<file path="config.mk">
export PLATFORM = sky130hd
export DESIGN_NAME = rshift_rnd_sat_iq
export DESIGN_NICKNAME = d
export VERILOG_FILES = /design/src/rtl/rshift_rnd_sat_iq.sv
export SDC_FILE = /design/constraint.sdc
export NUM_CORES = 1
export LEC_CHECK = 0
export ABC_AREA = 1
export CORE_ASPECT_RATIO = 1.75
export CORE_MARGIN = 2
export CORE_UTILIZATION = 59
export CTS_CLUSTER_SIZE = 28
export DETAILED_ROUTE_END_ITERATION = 8
export PLACE_DENSITY = 0.86
export SLEW_MARGIN = 30
export SYNTH_ARGS = -nofsm -noshare
export SYNTH_HDL_FRONTEND = slang
export SYNTH_SLANG_ARGS = --single-unit
</file>
<file path="constraint.sdc">
create_clock -name clk -period 6.51 [get_ports clk]
set_input_delay 0.651 -clock clk [delete_from_list [all_inputs] [get_ports clk]]
set_output_delay 0.651 -clock clk [all_outputs]
set_load 0.03 [all_outputs]
</file>
<file path="src/rtl/rshift_rnd_sat_iq.sv">
// rtl/rshift_rnd_sat_iq.sv - I/Q requantiser: programmable right shift, rounding, saturation
// Stage1 shifts and rounds at IN_W+1 bits; stage2 saturates to OUT_W and drives the output.
module rshift_rnd_sat_iq #(
  parameter int IN_W      = 17,
  parameter int OUT_W     = 13,
  parameter int SHIFT_MAX = 8,
  parameter int SH_W      = 4,
  parameter int CNT_W     = 16
) (
  input  logic                    clk,
  input  logic                    rst,
  input  logic [SH_W-1:0]         cfg_shift,
  input  logic [1:0]              cfg_rnd,
  input  logic                    sat_clr,
  input  logic signed [IN_W-1:0]  in_data_i,
  input  logic signed [IN_W-1:0]  in_data_q,
  input  logic                    in_valid,
  output logic                    in_ready,
  output logic signed [OUT_W-1:0] out_data_i,
  output logic signed [OUT_W-1:0] out_data_q,
  output logic                    out_ovf_i,
  output logic                    out_ovf_q,
  output logic                    out_valid,
  input  logic                    out_ready,
  output logic [CNT_W-1:0]        sat_cnt_i,
  output logic [CNT_W-1:0]        sat_cnt_q
);

  localparam logic [SH_W-1:0]         K_MAX = SH_W'(SHIFT_MAX);
  localparam logic signed [IN_W:0]    R_MAX = (IN_W+1)'((2 ** (OUT_W-1)) - 1);
  localparam logic signed [IN_W:0]    R_MIN = ~R_MAX;
  localparam logic signed [OUT_W-1:0] Y_MAX = {1'b0, {(OUT_W-1){1'b1}}};
  localparam logic signed [OUT_W-1:0] Y_MIN = {1'b1, {(OUT_W-1){1'b0}}};

  // h is the first discarded bit, t the OR of all bits below it
  function automatic logic signed [IN_W:0] requant(input logic signed [IN_W-1:0] x,
                                                   input logic [SH_W-1:0] k,
                                                   input logic [1:0] mode);
    logic signed [IN_W:0] q;
    logic h;
    logic t;
    logic inc;
    q = $signed({x[IN_W-1], x}) >>> k;
    h = 1'b0;
    t = 1'b0;
    for (int b = 0; b < SHIFT_MAX; b++) begin
      if (b + 1 == int'(k)) h = x[b];
      if (b + 1 < int'(k)) t = t | x[b];
    end
    case (mode)
      2'b01:   inc = h & (~x[IN_W-1] | t);
      2'b10:   inc = h & (t | q[0]);
      default: inc = 1'b0;
    endcase
    return q + $signed({{IN_W{1'b0}}, inc});
  endfunction

  // Packed result: {ovf, saturated value}
  function automatic logic [OUT_W:0] saturate(input logic signed [IN_W:0] r);
    if (r > R_MAX)      return {1'b1, Y_MAX};
    else if (r < R_MIN) return {1'b1, Y_MIN};
    else                return {1'b0, r[OUT_W-1:0]};
  endfunction

  logic                    adv;
  logic                    xfer;
  logic [SH_W-1:0]         k_eff;
  logic                    s1_valid_q;
  logic signed [IN_W:0]    s1_ri_q, s1_rq_q;
  logic signed [IN_W:0]    s1_ri_d, s1_rq_d;
  logic [OUT_W:0]          sat_i, sat_q;
  logic                    out_valid_q;
  logic signed [OUT_W-1:0] out_i_q, out_q_q;
  logic                    ovf_i_q, ovf_q_q;
  logic [CNT_W-1:0]        cnt_i_q, cnt_q_q, cnt_i_d, cnt_q_d;

  always_comb begin
    adv     = ~out_valid_q | out_ready;
    xfer    = out_valid_q & out_ready;
    k_eff   = (cfg_shift > K_MAX) ? K_MAX : cfg_shift;
    s1_ri_d = requant(in_data_i, k_eff, cfg_rnd);
    s1_rq_d = requant(in_data_q, k_eff, cfg_rnd);
    sat_i   = saturate(s1_ri_q);
    sat_q   = saturate(s1_rq_q);
    cnt_i_d = cnt_i_q;
    cnt_q_d = cnt_q_q;
    if (sat_clr) begin
      cnt_i_d = '0;
      cnt_q_d = '0;
    end else begin
      if (xfer && ovf_i_q && !(&cnt_i_q)) cnt_i_d = cnt_i_q + 1'b1;
      if (xfer && ovf_q_q && !(&cnt_q_q)) cnt_q_d = cnt_q_q + 1'b1;
    end
  end

  always_ff @(posedge clk) begin
    if (rst) begin
      s1_valid_q  <= 1'b0;
      s1_ri_q     <= '0;
      s1_rq_q     <= '0;
      out_valid_q <= 1'b0;
      out_i_q     <= '0;
      out_q_q     <= '0;
      ovf_i_q     <= 1'b0;
      ovf_q_q     <= 1'b0;
      cnt_i_q     <= '0;
      cnt_q_q     <= '0;
    end else begin
      if (adv) begin
        s1_valid_q  <= in_valid;
        s1_ri_q     <= s1_ri_d;
        s1_rq_q     <= s1_rq_d;
        out_valid_q <= s1_valid_q;
        // Empty output slots carry zero data
        out_i_q     <= s1_valid_q ? sat_i[OUT_W-1:0] : '0;
        out_q_q     <= s1_valid_q ? sat_q[OUT_W-1:0] : '0;
        ovf_i_q     <= s1_valid_q & sat_i[OUT_W];
        ovf_q_q     <= s1_valid_q & sat_q[OUT_W];
      end
      cnt_i_q <= cnt_i_d;
      cnt_q_q <= cnt_q_d;
    end
  end

  assign in_ready   = adv;
  assign out_valid  = out_valid_q;
  assign out_data_i = out_i_q;
  assign out_data_q = out_q_q;
  assign out_ovf_i  = ovf_i_q;
  assign out_ovf_q  = ovf_q_q;
  assign sat_cnt_i  = cnt_i_q;
  assign sat_cnt_q  = cnt_q_q;

endmodule

</file>
== After elaboration in Yosys (flattened, before gate mapping) ==
Index checks and enable logic that the tools add are counted.
Widths: inputs -> output; s select.

* Register bits: 98
* Bits of input ports: 45
* Output and inout port bits: 62
* Word-level logic and storage cells: 118

* $add $sub $neg: 4
* Order comparisons: 13
* Eq/ne operators: 10
* Shifts and indexed selects: 2
* Mux-type cells: 41
* Bitwise operators: 29
* Reductions and logical operators: 9

{| class="wikitable"
|+ Operator list
! kind !! count
|-
| $mux 14 || 4
|-
| $add 18x2->18 || 2
|-
| $gt 18x13->1 const B || 2
|-
| $lt 18x13->1 const B || 2
|-
| $sshr 17x4->18 || 2
|-
| $add 16x1->16 const B || 2
|-
| $mux 1 || 32
|-
| $reduce_and 16->1 || 2
|-
| $mux 13 || 2
|-
| $eq 4x4->1 const A || 5
|-
| $or 1x1->1 || 19
|-
| $lt 3x4->1 const A || 4
|-
| $eq 3x4->1 const A || 2
|-
| $lt 2x4->1 const A || 2
|-
| $and 1x1->1 || 7
|-
| $eq 2x4->1 const A || 1
|-
| $gt 4x4->1 const B || 1
|-
| $logic_and 1x1->1 || 4
|-
| $lt 1x4->1 const A || 1
|-
| $lt 4x4->1 const A || 1
|-
| $mux 4 || 1
|-
| $pmux 1 s2 || 2
|-
| $not 1->1 || 3
|-
| $eq 2x1->1 const B || 1
|-
| 3 further kinds || 4
|}

== Logic depth before layout (Yosys ltp) ==
Gate-level depths: netlist (run 1).

* Depth after elaboration: 22
* Gate-level depth with buffers: 24
* Depth with buffers taken out: 22

== Worst setup path after synthesis (run 1) ==
No wires, ideal clock.

* Kind: input to register
* Start point: in cfg_shift[3]
* End point: reg s1_ri_q[5]
* Library setup time: 109 ps
* Arrival: 2,909 ps
* Data required time: 6,401 ps
* Slack: 3,492 ps
* Stages on the path: 19
* Path buffers: 3
* Path through: buf_6 > nor2_1 > buf_2 > buf_1 > a31oi_1 > o311ai_0 > o21ai_0 > o21ai_0 > a21oi_1 > nor2_1 > ha_1 > inv_1 > nor2_1 > nand2_2 > nor2_2 > xor2_1 > nand2_1 > nand2_1 > inv_1

* Cells in the longest elaborated chain, start to end: 22
* Elaborated cells on any way between the ends: 48
* Those cells by class: add/sub (1); order compare (9); eq/ne (8); shift (1); mux (18); bitwise (11)

{| class="wikitable"
|+ RTL lines
! item !! RTL line !! source
|-
| from (decl) || 12 || <nowiki>input logic [SH_W-1:0] cfg_shift,</nowiki>
|-
| $gt 4x4->1 || 80 || <nowiki>k_eff = (cfg_shift > K_MAX) ? K_MAX : cfg_shift;</nowiki>
|-
| $mux 4 (*) || 80 ||
|-
| $lt 1x4->1 || 48 || <nowiki>if (b + 1 < int'(k)) t = t | x[b];</nowiki>
|-
| $mux 1 || 48 ||
|-
| $or 1x1->1 || 48 ||
|-
| $mux 1 || 48 ||
|-
| $or 1x1->1 || 48 ||
|-
| $mux 1 || 48 ||
|-
| (+6 left out) || - ||
|-
| $or 1x1->1 || 48 ||
|-
| $mux 1 || 48 ||
|-
| $or 1x1->1 || 48 ||
|-
| $mux 1 || 48 ||
|-
| $or 1x1->1 (on tied branches) || 52, 51 ||
|-
| $and 1x1->1 (on tied branches) || 52, 51 ||
|-
| $pmux 1 s2 || 50 || <nowiki>case (mode)</nowiki>
|-
| $add 18x2->18 (*) || 55 || <nowiki>return q + $signed({{IN_W{1'b0}}, inc});</nowiki>
|-
| to (signal assigned) || 111 || <nowiki>s1_ri_q <= s1_ri_d;</nowiki>
|-
| to (decl) || 69 || <nowiki>logic signed [IN_W:0] s1_ri_q, s1_rq_q;</nowiki>
|}

Every way passes the cells marked *; elsewhere a longest branch is shown, timed or not.
A chain may end at the register's enable or synchronous reset.

== Final worst setup path (run 1) ==
* Start point: in cfg_shift[0]
* End point: reg s1_rq_q[8]

* Cells in the longest elaborated chain, start to end: 22
* Elaborated cells on any way between the ends: 48
* Those cells by class: add/sub (1); order compare (9); eq/ne (8); shift (1); mux (18); bitwise (11)

{| class="wikitable"
|+ RTL lines
! item !! RTL line !! source
|-
| $gt 4x4->1 || 80 ||
|-
| $mux 4 (*) || 80 ||
|-
| $lt 1x4->1 || 48 ||
|-
| $mux 1 || 48 ||
|-
| $or 1x1->1 || 48 ||
|-
| $mux 1 || 48 ||
|-
| $or 1x1->1 || 48 ||
|-
| $mux 1 || 48 ||
|-
| (+6 left out) || - ||
|-
| $or 1x1->1 || 48 ||
|-
| $mux 1 || 48 ||
|-
| $or 1x1->1 || 48 ||
|-
| $mux 1 || 48 ||
|-
| $or 1x1->1 (on tied branches) || 52, 51 ||
|-
| $and 1x1->1 (on tied branches) || 52, 51 ||
|-
| $pmux 1 s2 || 50 ||
|-
| $add 18x2->18 (*) || 55 ||
|-
| to (signal assigned) || 112 || <nowiki>s1_rq_q <= s1_rq_d;</nowiki>
|-
| to (decl) || 69 ||
|}

Marked as above.

==> results.md, run 1 <==
- Status: finished, violations left
- Failing checks: DRC
- Design Power: 1.58 mW
- Gr usage total: 30.4%
- Post-Place Setup Slack: 1.72 ns
- Ys Warns: 0
- H-tree depth: 3
- Initial antenna violation count: 0
- Leakage Power: 3.63 nW
- Crit path launch type: input port
- TritonCTS clock tree: done
- Power Density: 192 mW/mm²
- Hold slack: 0.462 ns
- Primary FF master, synth: dfxtp_1
- Synth Area in Adders: 1.45%
- Total Wirelength: 19.3 mm
- Hpwl dp: 14.8 mm
- Ports: 107
- WS Path Type: input port to register
- Register-to-Register Setup Slack: 4.31 ns
- Via count: 7711
- Crit path arrival time: 4.28 ns
- Largest net degree at the start of global routing: 67
- EDFF count, synth: 0
- Syn Area/Cell: 6.02 µm²
- GR Overflow Total: 0
- CTS Buf Count: 9
- Count leader, synth: nand2_1
- Cell variety after synth: 48
- Final setup margin: 2.46 ns
- CP startpoint: cfg_shift[0]
- Simple-Gate Fraction of Synth Area: 39.8%
- Reg clk slew, reported paths: 0.06 ns
- VDD IR-drop max: 109 µV
- Cell taking the most area after synthesis: dfxtp_1
- Yosys top cell area share: 28.4%
- Tmin final: 4.05 ns
- Slew margin rel.: 42.9%
- Row Count: 52
- Area Growth Syn to Fin: 19.2%
- Max-Cap Viols: 0
- Syn Nets: 1202
- Compound-gate portion of the synthesized area: 16.9%
- End of the critical path: s1_rq_q[8]$_SDFFE_PP0P_
- Final setup viols: 0
- Fmax: 247 MHz
- RR Startpoint: sat_cnt_i[0]$_SDFFE_PP0P_
- Ys async rst share: 0%
- Fin crit share: 62.2%
- Synth area leaders: dfxtp_1 28%, nand2_1 16%, nand3_1 9.9%
- Clk sinks: 98
- Register area share after synthesis: 28.4%
- Hold buffers post-CTS: 0
- Hold Path Stages: 2
- Iteration-0 DRC Markers: 455
- Worst skew pair latency: 0.34 ns
- Worst Clk Skew: 0.00627 ns
- Final instance area: 0.00824 mm²
- Kind of end point of the critical path: register
- Final hold vios: 0
- Die area: 0.0126 mm²
- Routed WL per cell: 14.1 µm
- # resized after CTS: 0
- Crit Path Max Fanout: 13
- CTS Buffer Depth: 2
- Register bit count reported by yosys: 98
- First-pass DRT Iterations: 9
- Vias in the first global route: 7268
- Share of cells above drive strength 1: 5.45%
- Top cells by count, synth: 289 x nand2_1, 153 x inv_1, 137 x nand3_1, 113 x nor2_1, 98 x dfxtp_1
- Ant. Diodes: 0
- Mean number of vias per cell: 5.65
- Starting Density: 60.0%
- Setup repair after global routing missed its margin: false
- Placed inst area: 0.00793 mm²
- Xor and xnor area share after synthesis: 1.01%
- Mapped cell area: 0.00692 mm²
- Die Y: 147 µm
- Worst hold path type: register to register
- Number of cells produced by synthesis: 1149
- Port bufs: 106
- Root Buffer: clkbuf_16
- Fillers: 1034
- Largest family of logic cells by synthesized area: simple AND/OR/NAND/NOR gates
- Post-CTS Setup Inserts: 0
- First-pass GRT wire length: 31.8 mm
- Critical Path RT: 6.74 ns
- Remaining antenna violation count: 0
- Die W: 85.8 µm
- Max-slew violation count: 0
- Core Region: 0.0115 mm²
- Fin nets: 1277
- DRC Markers: 13
- Final setup TNS: 0 ns
- Routability cong.: 0.981
- Slew @ Worst Pin: 0.855 ns
- Critical R2R Capture: sat_cnt_i[13]$_SDFFE_PP0P_
- Mux share of post-synthesis cell area: 0%
- R2R cell count: 9
[final cells by class]
class	count	area, µm²	area share (%)
Multi-Input combinational cell	843	4090	49.6
Clock inverter	2	60.1	0.729
Timing Repair Buffer	113	1110	13.5
Inverter	159	597	7.24
Tap cell	135	169	2.05
Sequential cell	98	1960	23.8
Clock buffer	14	254	3.08
[registers in the layout (all words and copies together), names as in the netlist]
| signal | flops |
|---|---|
| out_data_i | 13 |
| out_ovf_q | 1 |
| out_ovf_i | 1 |
| s1_valid_q | 1 |
| s1_ri_q | 18 |
| sat_cnt_i | 16 |
| out_valid | 1 |
| sat_cnt_q | 16 |
| out_data_q | 13 |
| s1_rq_q | 18 |
[worst max-delay path, stage by stage]
cell	delay, ns
clkdlybuf4s50_1	0.87
inv_2	0.16
nor2_4	0.35
nand2_1	0.23
o22ai_1	0.24
a21oi_1	0.06
o211ai_1	0.27
nand2_1	0.08
nand4_1	0.08
nand2_1	0.05
nor2_1	0.16
ha_1	0.20
inv_1	0.05
nor2_1	0.15
nand2_1	0.12
nor2_1	0.23
o21ai_0	0.12
o21bai_1	0.17
inv_1	0.05
[report_power, final]
group          internal (mW)  switching (mW)  leakage (nW)  total [mW]
clock network          0.348           0.207         0.151       0.554
registers              0.632          0.0180         0.803       0.650
logic                  0.130           0.245          2.68       0.374
[layer usage]
| metal | routed length, µm | vias up | part of all wire (%) | track usage, % |
|---|---|---|---|---|
| li1 | - | 3887 | - | - |
| met1 | 7190 | 3429 | 37 | 32.2 |
| met2 | 10300 | 317 | 53 | 57.0 |
| met3 | 821 | 78 | 4.3 | 2.19 |
| met4 | 1010 | 0 | 5.2 | 18.3 |
| met5 | 0 | - | 0 | 0 |
[how the worst min path moves through the flow]
stage                                 from                     endpoint
3_3_place_gp   out_data_i[11]$_SDFFE_PP0P_  out_data_i[11]$_SDFFE_PP0P_
6_report        out_data_i[3]$_SDFFE_PP0P_   out_data_i[3]$_SDFFE_PP0P_
5_1_grt        out_data_i[11]$_SDFFE_PP0P_  out_data_i[11]$_SDFFE_PP0P_
3_5_place_dp    out_data_q[7]$_SDFFE_PP0P_   out_data_q[7]$_SDFFE_PP0P_
4_1_cts         out_data_i[3]$_SDFFE_PP0P_   out_data_i[3]$_SDFFE_PP0P_
2_1_floorplan      s1_ri_q[0]$_SDFFE_PP0P_      s1_ri_q[0]$_SDFFE_PP0P_
[placed cells by master (no fill, tap or decap), types with 7 or more instances in the layout]
| cell type | netlist | routed |
|---|---|---|
| a21oi_1 | 64 | 64 |
| buf_4 | 5 | 7 |
| clkbuf_16 | 0 | 9 |
| clkdlybuf4s50_1 | 0 | 105 |
| dfxtp_1 | 98 | 98 |
| ha_1 | 8 | 8 |
| inv_1 | 153 | 153 |
| nand2_1 | 289 | 289 |
| nand3_1 | 137 | 137 |
| nand4_1 | 14 | 14 |
| nor2_1 | 113 | 111 |
| nor2_2 | 13 | 15 |
| nor3_1 | 15 | 15 |
| o21ai_0 | 84 | 84 |
| o21ai_1 | 20 | 20 |
| o21bai_1 | 7 | 7 |
[logic make-up after synthesis]
| family | after synthesis |
|---|---|
| AO/OA/AOI/OAI | 210 |
| XOR/XNOR | 8 |
| adder cells (fa/ha/maj) | 8 |
| buffers and inverters | 208 |
| flip-flops | 98 |
| AND/OR/NAND/NOR | 617 |
[through the flow]
step,instances,util [%]
finish,1364,71.6
global route,1364,71.6
CTS,1364,71.6
detailed placement,1348,68.9
global placement,1348,68.9
floorplan,1149,-
Power figures use the tool's default switching activity.
==> run 2, diff against run 1 <==
--- a/config.mk
+++ b/config.mk
@@ -8,10 +8,10 @@
 export ABC_AREA = 1
 export CORE_ASPECT_RATIO = 1.75
 export CORE_MARGIN = 2
-export CORE_UTILIZATION = 59
+export CORE_UTILIZATION = 55
 export CTS_CLUSTER_SIZE = 28
 export DETAILED_ROUTE_END_ITERATION = 8
-export PLACE_DENSITY = 0.86
+export PLACE_DENSITY = 0.81
 export SLEW_MARGIN = 30
 export SYNTH_ARGS = -nofsm -noshare
 export SYNTH_HDL_FRONTEND = slang
==> constraint.sdc (replaced) <==
create_clock -name clk -period 4.1 [get_ports clk]
set_input_delay 0.41 -clock clk [delete_from_list [all_inputs] [get_ports clk]]
set_output_delay 0.41 -clock clk [all_outputs]
set_load 0.03 [all_outputs]
==> results.md, run 2 (synthesis gave the netlist of run 1 again) <==
- Status: finished clean (was finished, violations left)
- Area Growth Syn to Fin: 20.5% (was 19.2%)
- First-pass DRT Iterations: 5 (was 9)
- Final setup TNS: 0 ns (unchanged)
- Reg clk slew, reported paths: 0.07 ns (was 0.06 ns)
- Hold buffers post-CTS: 0 (unchanged)
- Root Buffer: clkbuf_16 (unchanged)
- DRC Markers: 0 (was 13)
- Commonest non-fill, non-tap cells in the layout: 289 x nand2_1, 153 x inv_1, 137 x nand3_1, 111 x nor2_1, 106 x clkdlybuf4s50_1 (was 289 x nand2_1, 153 x inv_1, 137 x nand3_1, 111 x nor2_1, 105 x clkdlybuf4s50_1)
- Row Count: 54 (was 52)
- Routability cong.: 0.949 (was 0.981)
- Hold Path Stages: 2 (unchanged)
- Inst Count DP: 1390 (was 1348)
- Remaining antenna violation count: 0 (unchanged)
- Max-Cap Viols: 0 (unchanged)
- Fin nets: 1286 (was 1277)
- Leakage Power: 3.67 nW (was 3.63 nW)
- R2R cell count: 11 (was 9)
- Switching Share: 31.1% (was 29.7%)
- Total Wirelength: 19.8 mm (was 19.3 mm)
- WS Path Type: input port to register (unchanged)
- Vias in the first global route: 7299 (was 7268)
- # resized after CTS: 0 (unchanged)
- Final non-filler cell total: 1405 (was 1364)
- Crit Path Max Fanout: 11 (was 13)
- TritonCTS clock tree: done (unchanged)
- Tmin final: 3.41 ns
- Die Y: 152 µm (was 147 µm)
- Ant. Diodes: 0 (unchanged)
- Largest regs: s1_ri_q: 18 flops, s1_rq_q: 18 flops (unchanged)
- Starting Density: 55.9% (was 60.0%)
- Sequential Power Share: 41.8% (was 41.2%)
- Ports: 107 (unchanged)
- Logic pwr share: 24.5% (was 23.7%)
- Fillers: 1184 (was 1034)
- Setup repair after global routing missed its margin: false (unchanged)
- Clock power share: 33.6% (was 35.1%)
- Critical Path RT: 4.32 ns (was 6.74 ns)
- Kind of end point of the critical path: register (unchanged)
- Initial antenna violation count: 0 (unchanged)
- First-pass GRT wire length: 32.2 mm (was 31.8 mm)
- Share of cells above drive strength 1: 6.31% (was 5.45%)
- Die W: 88.8 µm (was 85.8 µm)
- GR Overflow Total: 0 (unchanged)
- Die area: 0.0135 mm² (was 0.0126 mm²)
- Post-CTS Setup Inserts: 0 (unchanged)
- CTS Buffer Depth: 2 (unchanged)
- CTS Buf Count: 9 (unchanged)
- Post-Place Setup Slack: 0.377 ns (was 1.72 ns)
- Clk sinks: 98 (unchanged)
- Mean number of vias per cell: 5.51 (was 5.65)
- Psw: 0.766 mW (was 0.469 mW)
- Gr usage total: 29.2% (was 30.4%)
- Slew margin rel.: 42.4% (was 42.9%)
- Crit path arrival time: 3.64 ns (was 4.28 ns)
- Fin crit share: 83.3%
- Slew @ Worst Pin: 0.863 ns (was 0.855 ns)
- Worst hold path type: register to register (unchanged)
- Routed WL per cell: 14.1 µm (about the same)
- Final instance area: 0.00833 mm² (was 0.00824 mm²)
- H-tree depth: 3 (unchanged)
- Worst Clk Skew: 0.00450 ns (was 0.00627 ns)
- Crit path launch type: input port (unchanged)
- Internal Power: 1.70 mW (was 1.11 mW)
- Max-slew violation count: 0 (unchanged)
- VDD IR-drop max: 182 µV (was 109 µV)
- Final hold vios: 0 (unchanged)
- Power Density: 296 mW/mm² (was 192 mW/mm²)
- Commonest non-fill, non-tap cell in the layout: nand2_1 (unchanged)
- Via count: 7741 (was 7711)
- Core Region: 0.0124 mm² (was 0.0115 mm²)
- Final setup margin: 0.685 ns (was 2.46 ns)
- Largest net degree at the start of global routing: 66 (was 67)
- Fmax: 293 MHz
- Worst skew pair latency: 0.34 ns (about the same)
- Placed inst area: 0.00804 mm² (was 0.00793 mm²)
- Hpwl dp: 15.6 mm (was 14.8 mm)
- Port bufs: 106 (unchanged)
- Final setup viols: 0 (unchanged)
- Iteration-0 DRC Markers: 508 (was 455)
## run 2: critical path, cell delays in order
cell             delay [ns]
clkdlybuf4s50_1        0.64
buf_4                  0.31
o21ai_0                0.27
inv_1                  0.10
o22ai_1                0.14
a21oi_1                0.06
o211ai_1               0.28
nand2_1                0.08
nand4_1                0.08
nand2_1                0.06
nor2_1                 0.18
ha_1                   0.19
nand4_1                0.17
nor2_1                 0.17
nand2_1                0.14
nor2_2                 0.13
nand4_1                0.09
nand2_1                0.09
nor2_1                 0.03
## run 2: power by group through the flow
| stage | Clock, mW | Sequential, mW | Combinational (mW) |
|---|---|---|---|
| 5_1_grt | 0.879 | 1.04 | 0.673 |
| 2_1_floorplan | 0 | 1.07 | 0.392 |
| 6_report | 0.829 | 1.03 | 0.605 |
| 3_5_place_dp | 0 | 1.05 | 0.596 |
| 3_3_place_gp | 0 | 1.05 | 0.592 |
| 4_1_cts | 0.836 | 1.03 | 0.599 |
## run 2: area by class of cell
class	instances	area [µm²]	share of cell area, %
inverter	159	597	7.16
clock buffer	10	239	2.87
clock inverter	5	55.1	0.661
timing repair buffer	122	1180	14.2
multi-input combinational	843	4090	49.1
sequential	98	1960	23.5
tap	168	210	2.52
## run 2: metal layers
layer | up-vias | global-route usage, % | wire length (µm)
met5 | - | 0 | 0
li1 | 3907 | - | -
met1 | 3442 | 29.7 | 7310
met2 | 304 | 54.6 | 10600
met4 | 0 | 16.5 | 1030
met3 | 88 | 3.20 | 815
## run 2: metrics by stage
stage                     total power, mW  hold slack (ns)  util [%]
final                                2.47            0.464      67.4
after global routing                 2.59            0.484      67.4
after CTS                            2.47            0.465      67.4
after detailed placement             1.65            0.454      65.0
after global placement               1.64            0.451      65.0
after floorplan                      1.46            0.450         -
## run 2: final timing paths
| kind | start | to | slack, ns |
|---|---|---|---|
| min | out_data_i[11]$_SDFFE_PP0P_ | out_data_i[11]$_SDFFE_PP0P_ | 0.46 |
| max reg2reg | sat_cnt_q[0]$_SDFFE_PP0P_ | sat_cnt_q[14]$_SDFFE_PP0P_ | 1.81 |
| min reg2reg | out_data_i[11]$_SDFFE_PP0P_ | out_data_i[11]$_SDFFE_PP0P_ | 0.46 |
| max | cfg_shift[1] | s1_rq_q[16]$_SDFFE_PP0P_ | 0.69 |
